===== src/rtl/muldiv_if.sv =====
// muldiv_if: request/response bundle between a pipeline issue stage and muldiv_unit.
//   start, funct3, rs1, rs2, rd   -- request, driven by the master
//   busy, done, we, waddr, wdata  -- status and register-file write port, driven by the slave
interface muldiv_if;
    logic        start;
    logic [2:0]  funct3;
    logic [31:0] rs1;
    logic [31:0] rs2;
    logic [4:0]  rd;
    logic        busy;
    logic        done;
    logic        we;
    logic [4:0]  waddr;
    logic [31:0] wdata;

    modport master (
        output start, funct3, rs1, rs2, rd,
        input  busy, done, we, waddr, wdata
    );

    modport slave (
        input  start, funct3, rs1, rs2, rd,
        output busy, done, we, waddr, wdata
    );
endinterface


===== src/rtl/muldiv_unit.sv =====
// muldiv_unit: RV32M multiply/divide unit.
//   clk  -- clock
//   rst  -- asynchronous, active-high reset
//   bus  -- muldiv_if.slave: start/funct3/rs1/rs2/rd request in,
//           busy/done and register-file write port (we/waddr/wdata) out
// Multiplies take 2 cycles, divides 33 cycles (32-step restoring divider);
// divide-by-zero and signed overflow finish in 1 cycle.
module muldiv_unit (
    input  logic     clk,
    input  logic     rst,
    muldiv_if.slave  bus
);

    typedef enum logic [1:0] {IDLE, MUL, DIV, FIN} state_t;

    state_t      state_q, state_d;

    logic [1:0]  op_q;       // funct3[1:0]; funct3[2] only steers the next state
    logic [31:0] a_q, b_q;   // raw operands, for sign decisions
    logic [4:0]  rd_q;
    logic [4:0]  cnt_q;
    logic [31:0] quot_q;     // holds dividend magnitude, shifts into quotient
    logic [31:0] rem_q;
    logic [31:0] dvs_q;      // divisor magnitude
    logic [31:0] result_q;

    // Request decode, only meaningful in IDLE.
    logic        accept;
    logic        in_signed;
    logic        in_dbz;
    logic        in_ovf;
    logic [31:0] in_a_mag;
    logic [31:0] in_b_mag;

    assign accept    = (state_q == IDLE) && bus.start;
    assign in_signed = ~bus.funct3[0];
    assign in_dbz    = (bus.rs2 == '0);
    assign in_ovf    = in_signed && (bus.rs1 == 32'h8000_0000) && (bus.rs2 == '1);
    assign in_a_mag  = (in_signed && bus.rs1[31]) ? (32'd0 - bus.rs1) : bus.rs1;
    assign in_b_mag  = (in_signed && bus.rs2[31]) ? (32'd0 - bus.rs2) : bus.rs2;

    // Multiplier: sign-extend each operand as its op requires, keep 64 bits.
    logic        a_sx, b_sx;
    logic [63:0] a_ext, b_ext, prod;
    logic [31:0] mul_res;

    assign a_sx    = a_q[31] && ((op_q == 2'b01) || (op_q == 2'b10));
    assign b_sx    = b_q[31] && (op_q == 2'b01);
    assign a_ext   = {{32{a_sx}}, a_q};
    assign b_ext   = {{32{b_sx}}, b_q};
    assign prod    = a_ext * b_ext;
    assign mul_res = (op_q == 2'b00) ? prod[31:0] : prod[63:32];

    // One restoring step: a negative trial difference (bit 32) restores.
    logic [32:0] shifted, diff;
    logic [31:0] q_nxt, r_nxt, q_fix, r_fix, div_res;
    logic        neg_q, neg_r;

    assign shifted = {rem_q, quot_q[31]};
    assign diff    = shifted - {1'b0, dvs_q};
    assign q_nxt   = {quot_q[30:0], ~diff[32]};
    assign r_nxt   = diff[32] ? shifted[31:0] : diff[31:0];
    assign neg_q   = ~op_q[0] && (a_q[31] ^ b_q[31]);
    assign neg_r   = ~op_q[0] && a_q[31];
    assign q_fix   = neg_q ? (32'd0 - q_nxt) : q_nxt;
    assign r_fix   = neg_r ? (32'd0 - r_nxt) : r_nxt;
    assign div_res = op_q[1] ? r_fix : q_fix;

    // State register
    always_ff @(posedge clk or posedge rst) begin
        if (rst) begin
            state_q <= IDLE;
        end else begin
            state_q <= state_d;
        end
    end

    // Next-state logic
    always_comb begin
        state_d = state_q;
        case (state_q)
            IDLE: begin
                if (bus.start) begin
                    if (!bus.funct3[2])        state_d = MUL;
                    else if (in_dbz || in_ovf) state_d = FIN;
                    else                       state_d = DIV;
                end
            end
            MUL:     state_d = FIN;
            DIV:     if (cnt_q == 5'd0) state_d = FIN;
            FIN:     state_d = IDLE;
            default: state_d = IDLE;
        endcase
    end

    // Outputs decoded from the state register and result/rd registers only.
    always_comb begin
        bus.busy  = (state_q != IDLE);
        bus.done  = (state_q == FIN);
        bus.we    = (state_q == FIN) && (rd_q != 5'd0);
        bus.waddr = (state_q == FIN) ? rd_q : '0;
        bus.wdata = (state_q == FIN) ? result_q : '0;
    end

    // Datapath
    always_ff @(posedge clk or posedge rst) begin
        if (rst) begin
            op_q     <= '0;
            a_q      <= '0;
            b_q      <= '0;
            rd_q     <= '0;
            cnt_q    <= '0;
            quot_q   <= '0;
            rem_q    <= '0;
            dvs_q    <= '0;
            result_q <= '0;
        end else begin
            case (state_q)
                IDLE: begin
                    if (accept) begin
                        op_q   <= bus.funct3[1:0];
                        a_q    <= bus.rs1;
                        b_q    <= bus.rs2;
                        rd_q   <= bus.rd;
                        cnt_q  <= 5'd31;
                        quot_q <= in_a_mag;
                        rem_q  <= '0;
                        dvs_q  <= in_b_mag;
                        // Special divide cases resolve here and skip DIV.
                        if (in_dbz)
                            result_q <= bus.funct3[1] ? bus.rs1 : '1;
                        else if (in_ovf)
                            result_q <= bus.funct3[1] ? '0 : 32'h8000_0000;
                        else
                            result_q <= '0;
                    end
                end
                MUL: begin
                    result_q <= mul_res;
                end
                DIV: begin
                    quot_q <= q_nxt;
                    rem_q  <= r_nxt;
                    cnt_q  <= cnt_q - 5'd1;
                    if (cnt_q == 5'd0) result_q <= div_res;
                end
                default: ;
            endcase
        end
    end

endmodule

===== src/flat_wrapper.sv =====
// flat-port wrapper written by rule: the top's interface ports become plain ports
module muldiv_unit_flat 
  (clk, rst, bus_start, bus_funct3, bus_rs1, bus_rs2, bus_rd, bus_busy, bus_done, bus_we, bus_waddr, bus_wdata);
  muldiv_if bus_i ();
  input  logic clk;
  input  logic rst;
  input wire logic [$bits(bus_i.start)-1:0] bus_start;
  input wire logic [$bits(bus_i.funct3)-1:0] bus_funct3;
  input wire logic [$bits(bus_i.rs1)-1:0] bus_rs1;
  input wire logic [$bits(bus_i.rs2)-1:0] bus_rs2;
  input wire logic [$bits(bus_i.rd)-1:0] bus_rd;
  output wire logic [$bits(bus_i.busy)-1:0] bus_busy;
  output wire logic [$bits(bus_i.done)-1:0] bus_done;
  output wire logic [$bits(bus_i.we)-1:0] bus_we;
  output wire logic [$bits(bus_i.waddr)-1:0] bus_waddr;
  output wire logic [$bits(bus_i.wdata)-1:0] bus_wdata;
  assign bus_i.start = bus_start;
  assign bus_i.funct3 = bus_funct3;
  assign bus_i.rs1 = bus_rs1;
  assign bus_i.rs2 = bus_rs2;
  assign bus_i.rd = bus_rd;
  assign bus_busy = bus_i.busy;
  assign bus_done = bus_i.done;
  assign bus_we = bus_i.we;
  assign bus_waddr = bus_i.waddr;
  assign bus_wdata = bus_i.wdata;
  muldiv_unit u_core (.clk(clk), .rst(rst), .bus(bus_i));
endmodule

===== config.mk =====
export PLATFORM = sky130hd
export DESIGN_NAME = muldiv_unit_flat
export DESIGN_NICKNAME = d
export VERILOG_FILES = /design/src/rtl/muldiv_if.sv /design/src/rtl/muldiv_unit.sv /design/src/flat_wrapper.sv
export SDC_FILE = /design/constraint.sdc
export NUM_CORES = 2
export LEC_CHECK = 0
export ABC_AREA = 1
export CAP_MARGIN = 20
export CELL_PAD_IN_SITES_DETAIL_PLACEMENT = 1
export CELL_PAD_IN_SITES_GLOBAL_PLACEMENT = 1
export CORE_MARGIN = 4
export CORE_UTILIZATION = 39
export CTS_BUF_LIST = sky130_fd_sc_hd__clkbuf_16
export CTS_CLUSTER_DIAMETER = 60
export DETAILED_ROUTE_END_ITERATION = 12
export PLACE_DENSITY_LB_ADDON = 0.1
export SETUP_SLACK_MARGIN = 0.5
export SYNTH_ARGS = -nofsm -noshare
export SYNTH_HDL_FRONTEND = slang
export SYNTH_SLANG_ARGS = --single-unit
export TNS_END_PERCENT = 5

===== constraint.sdc =====
create_clock -name clk -period 8.25 [get_ports clk]
set_input_delay 1.65 -clock clk [delete_from_list [all_inputs] [get_ports clk]]
set_output_delay 1.65 -clock clk [all_outputs]
set_load 0.005 [all_outputs]

==> flow_summary.toml <==
[placement]
gp_congestion = 0.9276
numPortBuffers = 114
dp_hpwl_mm = 170.6
placed_cell_area_um2 = 60480

[logic_synthesis]
ys_ff_latch = 205
synth.cell_area_um2 = 55380
synth_edf_count = 0
synth_cells = 7385
ys_types = 54
ys.flop_type = "dfrtp_1"
ys_seq_area_share_pct = 9.263
ys_warn_count = 0
avgSynthCellArea_um2 = 7.499
async_flop_share_pct = 100.0
syn-num-nets = 8844

[global_route]
gr-usage-met1_pct = 36.46
grt_util_met2_pct = 51.01
grt_max_degree = 108
grt_overflow_total = 0
grt_pass1_wl_mm = 318.9
gr-usage-all-layers_pct = 28.14
antenna_found_initial = 6
grt.busiest_layer = "met2"
gr-usage-met3_pct = 1.884
grt_pass1_vias = 53666

[timing]
tightestPinTransition_ps = 1079
finClkSkew_ps = 41.06
relSlewSlack_pct = 27.93
hold_violations = 0
timing.final.crit_share_pct = 95.86
slew_viol_final = 0
holdWs_ps = 485.5
timing.fmax_mhz = 126.4
rsz0062_at_grt = "yes"
period_needed_ps = 7908
setup_violations = 0

[routing]
vias = 47839
drt_iter0_drc = 2436
drt_drc_violations_left = 0
routed_via_density = 5.068
firstDrtPassIters = 6
wl_per_cell_um = 21.69
wirelength_mm = 204.7
ant_nets = 0

[clock_tree]
clk_latency_ps = 590
cts_tree = "yes"
cts_hold_buf = 0
clockRootBuffer = "clkbuf_16"
numCtsBuffers = 34
htree_num_levels = 2
cts.clk_slew.worst_paths_ps = 60
ctsLongestPathBuffers = 3
cts.sinks = 205

[worst_setup_path]
crit_start = "u_core.op_q[1]$_DFFE_PP0P_"
path_delay_family = "adder cells"
crit_path_end_kind = "flop"
start_kind = "flop"
crit_top_cell = "fa_1"
slowest_stage = "fa_2"
path_class = "reg2reg"
path_buf_inv = 10
reg2reg_from = "u_core.op_q[1]$_DFFE_PP0P_"
required_ps = 8720
cpPeakStageDelay_ps = 610
cp_max_fo = 6
cp.arrival_ps = 8370

[status]
status = "completed"

[finish]
final_core_util_pct = 44.65
finalNetCount = 8982
layout-drive-gt1-share_pct = 9.447
final_area_um2 = 63060
layout_commonest_cell = "inv_1"
final_cell_mix = "1968 x inv_1, 1912 x nand2_1, 1110 x fa_1"
syn2layout_area_growth_pct = 13.87

[hold_path]
hold_start = "u_core.result_q[10]$_DFFE_PP0P_"
hold_class = "reg2reg"

[die]
io_pins = 115
rows = 138
fp.dieArea_um2 = 148100
start_util_pct = 39.21
dieWidth_um = 384.8
dieHeight_um = 384.8
core_um2 = 141200

[flow_run]
maxCapViolCount = 0
## synth_stat cells (3+ instances only)
master / count / area share [%]
nand4_1: 50 / 0.56
nand3b_1: 11 / 0.15
nor3_1: 31 / 0.28
nand2_4: 13 / 0.26
dfrtp_1: 205 / 9.3
nand3_2: 4 / 0.072
and2_1: 4 / 0.045
buf_6: 4 / 0.081
o21a_1: 15 / 0.20
a31oi_1: 40 / 0.45
nor2_1: 297 / 2.0
nor4_1: 15 / 0.17
o221ai_1: 30 / 0.47
o22ai_1: 34 / 0.38
a21o_1: 8 / 0.11
nor2_4: 6 / 0.12
o31ai_1: 5 / 0.068
o21bai_1: 11 / 0.15
xor2_1: 40 / 0.63
clkbuf_1: 340 / 2.3
buf_2: 10 / 0.090
fa_1: 1126 / 41
o211ai_1: 53 / 0.72
nand2_2: 38 / 0.43
nor3_2: 9 / 0.16
nor2_2: 11 / 0.12
nand3_1: 230 / 2.1
inv_1: 1993 / 14
a21oi_1: 215 / 1.9
inv_2: 9 / 0.061
ha_1: 258 / 5.8
buf_1: 12 / 0.081
o21ai_0: 259 / 2.3
xnor2_1: 28 / 0.44
nand2_1: 1926 / 13
or2_2: 11 / 0.12
o21ai_1: 10 / 0.090
o41ai_1: 3 / 0.047
## logic make-up (layout without fill, tap and decap cells)
family | after synthesis | count (layout) | synth area share (%)
and+or+nand+nor | 2659 | 2659 | 19.72
buffers and inverters | 2373 | 2535 | 16.22
DFF | 205 | 205 | 9.263
adders and majority gates | 1384 | 1384 | 46.53
other | 0 | 2 | 0
xor gates and xnor gates | 68 | 68 | 1.075
AOI/OAI and AO/OA | 696 | 696 | 7.196
## metal layers
| layer | vias to the layer above | part of all wire, % |
|---|---|---|
| met3 | 239 | 3.4 |
| met5 | - | 0 |
| li1 | 21784 | - |
| met1 | 24931 | 43 |
| met2 | 885 | 51 |
| met4 | 0 | 3.1 |
## worst paths after layout
| kind | to | slack [ps] | cells past startpoint |
|---|---|---|---|
| setup / recovery | u_core.result_q[26]$_DFFE_PP0P_ | 340 | 32 |
| hold / removal | u_core.result_q[10]$_DFFE_PP0P_ | 490 | 2 |
| setup reg to reg | u_core.result_q[26]$_DFFE_PP0P_ | 340 | 32 |
| hold reg to reg | u_core.result_q[10]$_DFFE_PP0P_ | 490 | 2 |
| max in group asynchronous | u_core.a_q[10]$_DFFE_PP0P_ | 5350 | 3 |
| min in group asynchronous | u_core.b_q[30]$_DFFE_PP0P_ | 1610 | 2 |
## what timing repair did
action | 4_1_cts | 5_1_grt
gates resized for setup | 170 | 75
setup endpoints to repair | 32 | 32
setup buffers | 30 | 20
cloned | 2 | 2
pin swaps | 59 | 52
## through the flow
step,setup TNS [ps],setup WS (ps),instances
final,0,341.6,9439
after global routing,0,29.87,9438
after CTS,0,365.9,9414
after detailed placement,-1038,-232.6,9322
after global placement,-428.0,-233.5,9321
after floorplan,0,476.6,7385
## registers in the layout (all words and copies together) (netlist names)
signal	flops
u_core.result_q	32
u_core.cnt_q	5
u_core.op_q	2
u_core.b_q	32
u_core.rem_q	32
u_core.rd_q	5
u_core.quot_q	32
u_core.state_q	2
u_core.a_q	32
u_core.dvs_q	31
## worst min-delay path, stage by stage, from the launching register on
cell,delay [ps]
dfrtp_1,350
nand2_1,60
nand2_1,50
## area by class of cell
class	count	area [um^2]
sequential	205	5147
inverter	2004	7551
fill	17567	78180
timing repair buffer	471	4721
antenna	2	5.005
tap	1890	2365
clock buffer	34	850.8
multi-input combinational	4807	42210
clock inverter	26	211.5
Power is left out: the tool's default activity adds up to more than one toggle a clock period on the data nets, which glitch-free logic cannot reach.
